==> src/rtl/spi_shift_engine.sv <==
// SPI mode-0 master: fetches {ss_sel, data} from the data buffer and shifts the data out MSB-first.
// Define SPI_RX_CAPTURE_EN to build the MISO receive path (rx_data/rx_valid); otherwise both are tied to 0.
module spi_shift_engine #(
   parameter int CLK_DIV = 4,
   parameter int DATA_W  = 32
) (
   input  logic              SCLK,
   input  logic              ARESETN,
   input  logic              enable,
   output logic              go,
   input  logic              DREADY,
   input  logic [DATA_W+1:0] din,
   output logic              SRESP,
   output logic              spi_sck,
   output logic              spi_mosi,
   input  logic              spi_miso,
   output logic [3:0]        spi_ss_n,
   output logic [DATA_W-1:0] rx_data,
   output logic              rx_valid,
   output logic              busy,
   output logic              done
);

   localparam int CNT_W = $clog2(CLK_DIV + 1);
   localparam logic [CNT_W-1:0] DIV_LAST  = CNT_W'(CLK_DIV - 1);
   localparam logic [6:0]       LAST_HALF = 7'(2 * DATA_W - 1);
   localparam logic [6:0]       LAST_FALL = 7'(2 * DATA_W - 2);

   typedef enum logic [2:0] {
      IDLE,
      WAIT_DATA,
      SS_SETUP,
      SHIFT,
      SS_HOLD,
      DONE
   } state_t;

   state_t            state_q, state_d;
   logic [CNT_W-1:0]  divCnt_q, divCnt_d;
   logic [6:0]        edgeCnt_q, edgeCnt_d;
   logic [DATA_W-1:0] txShift_q, txShift_d;
   logic [1:0]        ssSel_q, ssSel_d;
   logic              sck_q, sck_d;
   logic              go_q, go_d;
   logic              halfEnd;
   logic              sampleRise;
   logic [3:0]        ssDecode;

   assign halfEnd = (divCnt_q == DIV_LAST);

   // Next-state logic; edgeCnt_q counts completed half-periods within SHIFT
   always_comb begin
      state_d    = state_q;
      divCnt_d   = '0;
      edgeCnt_d  = edgeCnt_q;
      txShift_d  = txShift_q;
      ssSel_d    = ssSel_q;
      sck_d      = 1'b0;
      go_d       = 1'b0;
      sampleRise = 1'b0;
      case (state_q)
         IDLE: begin
            edgeCnt_d = '0;
            if (enable) begin
               go_d    = 1'b1;
               state_d = WAIT_DATA;
            end
         end
         WAIT_DATA: begin
            if (DREADY) begin
               txShift_d = din[DATA_W-1:0];
               ssSel_d   = din[DATA_W+1:DATA_W];
               state_d   = SS_SETUP;
            end
         end
         SS_SETUP: begin
            divCnt_d = divCnt_q + 1'b1;
            if (halfEnd) begin
               divCnt_d   = '0;
               edgeCnt_d  = '0;
               sck_d      = 1'b1;
               sampleRise = 1'b1;
               state_d    = SHIFT;
            end
         end
         SHIFT: begin
            sck_d    = sck_q;
            divCnt_d = divCnt_q + 1'b1;
            if (halfEnd) begin
               divCnt_d  = '0;
               edgeCnt_d = edgeCnt_q + 7'd1;
               if (edgeCnt_q == LAST_HALF) begin
                  sck_d   = 1'b0;
                  state_d = SS_HOLD;
               end else begin
                  sck_d = ~sck_q;
                  // The final falling edge leaves bit 0 on MOSI through the hold phase
                  if (sck_q) begin
                     if (edgeCnt_q != LAST_FALL) begin
                        txShift_d = {txShift_q[DATA_W-2:0], 1'b0};
                     end
                  end else begin
                     sampleRise = 1'b1;
                  end
               end
            end
         end
         SS_HOLD: begin
            divCnt_d = divCnt_q + 1'b1;
            if (halfEnd) begin
               divCnt_d = '0;
               state_d  = DONE;
            end
         end
         DONE: begin
            edgeCnt_d = '0;
            state_d   = IDLE;
         end
         default: state_d = IDLE;
      endcase
   end

   always_ff @(posedge SCLK) begin
      if (!ARESETN) begin
         state_q   <= IDLE;
         divCnt_q  <= '0;
         edgeCnt_q <= '0;
         txShift_q <= '0;
         ssSel_q   <= '0;
         sck_q     <= 1'b0;
         go_q      <= 1'b0;
      end else begin
         state_q   <= state_d;
         divCnt_q  <= divCnt_d;
         edgeCnt_q <= edgeCnt_d;
         txShift_q <= txShift_d;
         ssSel_q   <= ssSel_d;
         sck_q     <= sck_d;
         go_q      <= go_d;
      end
   end

   assign ssDecode = 4'b0001 << ssSel_q;

   // Chip select and MOSI are only driven between setup and hold; everything else is idle-level
   always_comb begin
      spi_ss_n = 4'hF;
      spi_mosi = 1'b0;
      if (state_q == SS_SETUP || state_q == SHIFT || state_q == SS_HOLD) begin
         spi_ss_n = ~ssDecode;
         spi_mosi = txShift_q[DATA_W-1];
      end
   end

   assign go      = go_q;
   assign SRESP   = (state_q == WAIT_DATA) && DREADY;
   assign spi_sck = sck_q;
   assign busy    = (state_q != IDLE);
   assign done    = (state_q == DONE);

`ifdef SPI_RX_CAPTURE_EN
   logic [DATA_W-1:0] rxShift_q, rxShift_d;
   logic [DATA_W-1:0] rxData_q, rxData_d;

   always_comb begin
      rxShift_d = rxShift_q;
      rxData_d  = rxData_q;
      if (sampleRise) begin
         rxShift_d = {rxShift_q[DATA_W-2:0], spi_miso};
      end
      if (state_q == SS_HOLD && halfEnd) begin
         rxData_d = rxShift_q;
      end
   end

   always_ff @(posedge SCLK) begin
      if (!ARESETN) begin
         rxShift_q <= '0;
         rxData_q  <= '0;
      end else begin
         rxShift_q <= rxShift_d;
         rxData_q  <= rxData_d;
      end
   end

   assign rx_data  = rxData_q;
   assign rx_valid = (state_q == DONE);
`else
   logic unusedRx;
   assign unusedRx = spi_miso ^ sampleRise;
   assign rx_data  = '0;
   assign rx_valid = 1'b0;
`endif

endmodule

==> config.mk <==
export PLATFORM = sky130hd
export DESIGN_NAME = spi_shift_engine
export DESIGN_NICKNAME = d
export VERILOG_FILES = /design/src/rtl/spi_shift_engine.sv
export SDC_FILE = /design/constraint.sdc
export NUM_CORES = 1
export LEC_CHECK = 0
export CAP_MARGIN = 20
export CORE_MARGIN = 2
export CORE_UTILIZATION = 43
export CTS_CLUSTER_DIAMETER = 30
export DETAILED_ROUTE_END_ITERATION = 7
export PLACE_DENSITY = 0.79
export RECOVER_POWER = 50
export SLEW_MARGIN = 0
export SYNTH_ARGS = -nofsm -noshare
export SYNTH_HDL_FRONTEND = slang
export SYNTH_SLANG_ARGS = --single-unit
==> constraint.sdc <==
create_clock -name SCLK -period 1.9 [get_ports SCLK]
set_input_delay 0.38 -clock SCLK [delete_from_list [all_inputs] [get_ports SCLK]]
set_output_delay 0.38 -clock SCLK [all_outputs]
set_load 0.005 [all_outputs]
# Word level (Yosys, flattened, before mapping)
# Index checks and enable logic that the tools add are counted.
[totals]
register_bits = 49
inputBits = 39
elab_cells = 69
[op_classes]
add_sub_neg = 2
eq_ne = 17
n_shift = 1
mux = 23
bitwise_logic = 4
reduce_logical = 15
[op_table]
columns = ["cell", "count"]
rows = [
  ["2-to-1 mux 32 bit", 5],
  ["case mux 32 bit (2 select lines)", 1],
  ["case mux 7 bit (3 select lines)", 1],
  ["2-to-1 mux 3 bit", 6],
  ["!= test 2 bit (second input constant)", 9],
  ["case mux 3 bit (5 select lines)", 1],
  ["2-to-1 mux 7 bit", 2],
  ["AND reduction 6 bit", 2],
  ["equality test 3 x 2 -> 1 bit (second input constant)", 3],
  ["adder 7 x 1 -> 7 bit (second input constant)", 1],
  ["equality test 7 x 6 -> 1 bit (second input constant)", 1],
  ["!= test 7 x 6 -> 1 bit (second input constant)", 1],
  ["equality test 3 bit (second input constant)", 2],
  ["nonzero test 3 bit", 2],
  ["OR reduction 3 bit", 2],
  ["2-to-1 mux 1 bit", 5],
  ["2-to-1 mux 4 bit", 1],
  ["inverter 4 bit", 1],
  ["AND reduction 2 bit", 2],
  ["<< shifter 1 x 2 -> 4 bit (first input constant)", 1],
  ["adder 3 x 1 -> 3 bit (second input constant)", 1],
  ["equality test 3 x 1 -> 1 bit (second input constant)", 1],
  ["zero test 3 bit", 1],
  ["inverter 1 bit", 3],
  ["other kinds (6)", 7],
]

# Longest topological paths before layout
[depth]
ltp_word = 6
mapped_depth = 8
depth_no_buf = 6

# Least setup slack after synthesis
# OpenSTA, ideal clock, no wires.
[synth_timing]
kind = "flip-flop to flip-flop"
from = "register divCnt_q[0]"
to = "register txShift_q[10]"
setup_time_ps = 89
t_arrival_ps = 1720
slack_ps = 91
path_stages_with_launch = 9
path_buffers = 2
period_less_slack_ps = 1809
cell_sequence = "dfxtp_1 -> ha_1 -> ha_1 -> and3_1 -> o32a_1 -> and2_1 -> buf_6 -> buf_6 -> a311oi_2"
[synth_via]
elab_chain_cells = 3
[synth_lines]
columns = ["item", "line", "text"]
rows = [
  ["from (decl)", "39", "logic [CNT_W-1:0] divCnt_q, divCnt_d;"],
  ["from (signal assigned)", "134", "divCnt_q <= divCnt_d;"],
  ["equality test 3 x 2 -> 1 bit", "49", "assign halfEnd = (divCnt_q == DIV_LAST);"],
  ["!= test 2 bit (no line)", "--", ""],
  ["AND reduction 6 bit (no line)", "--", ""],
  ["to (signal assigned)", "136", "txShift_q <= txShift_d;"],
  ["to (decl)", "41", "logic [DATA_W-1:0] txShift_q, txShift_d;"],
]
# No other way between the ends.
# A chain may end at the register's enable or synchronous reset.

# Worst setup path in the final report
[layout_timing]
from = "register state_q[0]"
to = "output port spi_ss_n[0]"
[layout_via]
elab_chain_cells = 4
elab_cells_between_ends = 6
cone_classes = "3 x eq/ne; 1 x mux; 2 x reduce/logical"
[layout_lines]
columns = ["item", "line", "text"]
rows = [
  ["from (decl)", "38", "state_t state_q, state_d;"],
  ["from (signal assigned)", "133", "state_q <= state_d;"],
  ["equality test 3 x 2 -> 1 bit", "149", "if (state_q == SS_SETUP || state_q == SHIFT || state_q == SS_HOLD) begin"],
  ["logical OR 1 bit", "149", ""],
  ["logical OR 1 bit *", "149", ""],
  ["2-to-1 mux 4 bit *", "149", ""],
  ["to (decl)", "17", "output logic [3:0] spi_ss_n,"],
]
# Every way passes the cells marked *; elsewhere a longest branch is shown, timed or not.

==> results.yml <==
clock_tree:
  path_clk_slew_ns: 0.09
  cts_tree: "yes"
  cts_max_level: 2
  clkLatencyLatePin_ns: 0.30
  cts-root-buf: "clkbuf_8"
  numCtsBuffers: 5
  clk_path_buf_depth: 2
  postCtsHoldBufs: 0
  cts.sinks: 49
hold_path:
  hold_class: "flop to flop"
  holdPathStages: 1
placement:
  portBuffers: 47
  place_congestion: 0.804
  detailed_place_hpwl_mm: 4.27
route:
  drcViolationCount: 0
  drt_pass1_iterations: 4
  num_vias: 2492
  topRoutingLayerUsed: "met4"
  wl_met3_microns: 265
  met1Wirelength_mm: 2.77
  routedWlPerCell_microns: 13.5
  wl_met2_mm: 3.05
  wl_mm: 6.23
  viasPerCell: 5.42
  drt_iter0_drc: 110
  drtAntennaViolNets: 0
sta:
  skew_ns: 0.00503
  slew_headroom_pct: 47.9
  period_minus_slack_ns: 2.01
  finalSetupViolCount: 3
  hold_viol: 0
  setup_tns_ns: -0.129
  fin_crit_sh_pct: 106
  tightest_slew_ns: 0.782
  setup_ws_ns: -0.111
  rsz0062_at_grt: "yes"
  slew_violations: 0
  fmax_mhz: 497
synthesis:
  seq_area_frac_synth_pct: 34.3
  postSynth.asyncResetShare_pct: 0
  yosysUniqueCellTypes: 39
  netlist_instances: 335
  synth.largest_area_cell: "dfxtp_1"
  synth.most_common_cell: "dfxtp_1"
  synthTopCellsByCount: "49 x dfxtp_1, 41 x a21oi_1, 38 x nand2_1, 35 x nand3_1, 33 x buf_4"
  yosys_warnings: 0
  synth_top_flop_cell: "dfxtp_1"
  yosysTopAreaCellShare_pct: 34.3
  syn_area_sq_um: 2860
  synthTopCellsByArea: "dfxtp_1 34%, a311oi_2 16%, buf_4 8.7%"
  synth-edff-count: 0
  synth_area_per_cell_sq_um: 8.53
  synth_seq_cells: 49
setup_path:
  crit_required_ns: 1.52
  slowest_delay_ns: 0.41
  crit_chain: "or3b_4 -> nor2b_4 -> or3_1 -> buf_2"
  crit_slowest_cell: "or3b_4"
  crit_fanout: 3
  reg2reg_depth: 7
  critPathKind: "flop to output port"
  startpoint_type: "flop"
  cp.arrival_ns: 1.63
  end_kind: "output port"
finish:
  drive_gt1_share_pct: 19.8
  num_antenna_cells: 0
  nets: 426
  final_util_pct: 54.5
  syn_to_final_growth_pct: 21.8
power:
  powerDensity_nw_per_um2: 659
  leakagePower_nw: 1.28
  vdd_ir_drop_max_v: 0.000369
floorplanning:
  die-area_sq_um: 7310
  fp.dieW_microns: 85.5
  pin_count: 82
  initial_core_util_pct: 44.7
  row_count: 29
  die_h_microns: 85.5
  core-area_sq_um: 6390
global_routing:
  grt_max_degree: 39
  antenna_found_initial: 0
  grt_pass1_wl_mm: 10.2
  overflow: 0
  grt_pass1_vias: 2316
  grt.total_usage_pct: 16.8
outcome:
  status: "complete, but fails checks"
  violations: "setup timing"
flow_run:
  cap_viol_max_count: 0
flip-flops by register name (all words and copies together) (netlist names):
register	flops
divCnt_q	3
ssSel_q	2
spi_sck	1
txShift_q	32
go	1
edgeCnt_q	7
state_q	3
area by class of cell:
| type | count | area [sq um] |
|---|---|---|
| clock buffer | 5 | 68.8 |
| multi-input combinational | 249 | 1630 |
| timing repair buffer | 72 | 649 |
| clock inverter | 2 | 35.0 |
| inverter | 6 | 22.5 |
| sequential | 49 | 983 |
| fill | 597 | 2910 |
| tap | 77 | 96.3 |
path summary, 6_finish.rpt:
kind / startpoint / to / slack, ns
min: divCnt_q[0]$_SDFF_PP0_ / divCnt_q[0]$_SDFF_PP0_ / 0.44
max: state_q[0]$_SDFFE_PN0P_ / spi_ss_n[0] / -0.11
min reg2reg: divCnt_q[0]$_SDFF_PP0_ / divCnt_q[0]$_SDFF_PP0_ / 0.44
max reg2reg: divCnt_q[0]$_SDFF_PP0_ / txShift_q[3]$_SDFFE_PN0P_ / 0.05
cell families (layout without fill, tap and decap cells):
logic type	count (synthesis)	after routing	synth area share [%]
simple gates	121	121	20.9
compound gates	89	89	27.5
buf+inv	69	85	14.7
flops	49	49	34.3
fa+ha+maj	4	4	1.75
mux	2	2	0.701
other cells	1	33	0.131
through the flow:
stage / setup slack (ns) / hold slack [ns] / std cells / power, W / cell area (sq um)
finish: -0.111 / 0.438 / 460 / 0.00229 / 3480
global placement: -0.277 / 0.406 / 450 / 0.00157 / 3340
floorplan: 0.0910 / 0.399 / 367 / 0.00146 / 2980
global route: -0.153 / 0.464 / 460 / 0.00239 / 3480
CTS: -0.106 / 0.440 / 459 / 0.00230 / 3480
detailed placement: -0.266 / 0.427 / 450 / 0.00158 / 3340
cells in the final DEF (no fill, tap or decap), types with 2 or more instances in the layout:
cell type,Yosys,final
clkbuf_4,0,2
buf_6,4,4
clkbuf_8,0,5
dlygate4sd3_1,0,2
inv_1,6,5
or3_1,6,6
buf_12,0,2
and2_4,0,2
dfxtp_1,49,47
nor2b_4,0,2
buf_4,33,11
and2_1,4,2
dfxtp_2,0,2
nor3_1,3,3
buf_2,5,4
clkbuf_2,0,2
nand3b_1,3,3
nand2_1,38,38
nand3_1,35,34
dlygate4sd2_1,0,2
clkdlybuf4s50_1,0,38
nor4_1,2,2
o21ai_0,6,6
nor2_1,13,13
a311oi_2,30,31
o21a_1,3,3
nand2b_1,4,3
clkbuf_1,19,5
conb_1,1,33
nor2b_1,7,4
ha_1,4,4
a21oi_1,41,40
mux2i_1,2,2
worst max-delay path: cells and delay by family (launching register included):
kind	cells	cell delay, ns
AND/OR/NAND/NOR	3	0.86
flip-flops	1	0.33
buffers and inverters	1	0.14
layer usage:
metal	vias to the layer above	GRT usage [%]
li1	1228	-
met1	1183	20.7
met2	68	29.4
met3	13	2.69
met4	0	6.49
met5	-	0
timing repair:
| item | 4_1_cts | 5_1_grt |
|---|---|---|
| endpoints found under the setup margin | 8 | 39 |
| gates resized for setup | 28 | 14 |
| pin swaps | 2 | 1 |
| gates cloned | 0 | 0 |
| setup buffers | 2 | 1 |
power by group:
part           internal [W]  leakage, nW  switching [W]
clock              0.000383       0.0540       0.000342
combinational      0.000216        0.830       0.000246
sequential          0.00108        0.400      0.0000273
No activity file was read; power rests on OpenSTA's default activity.
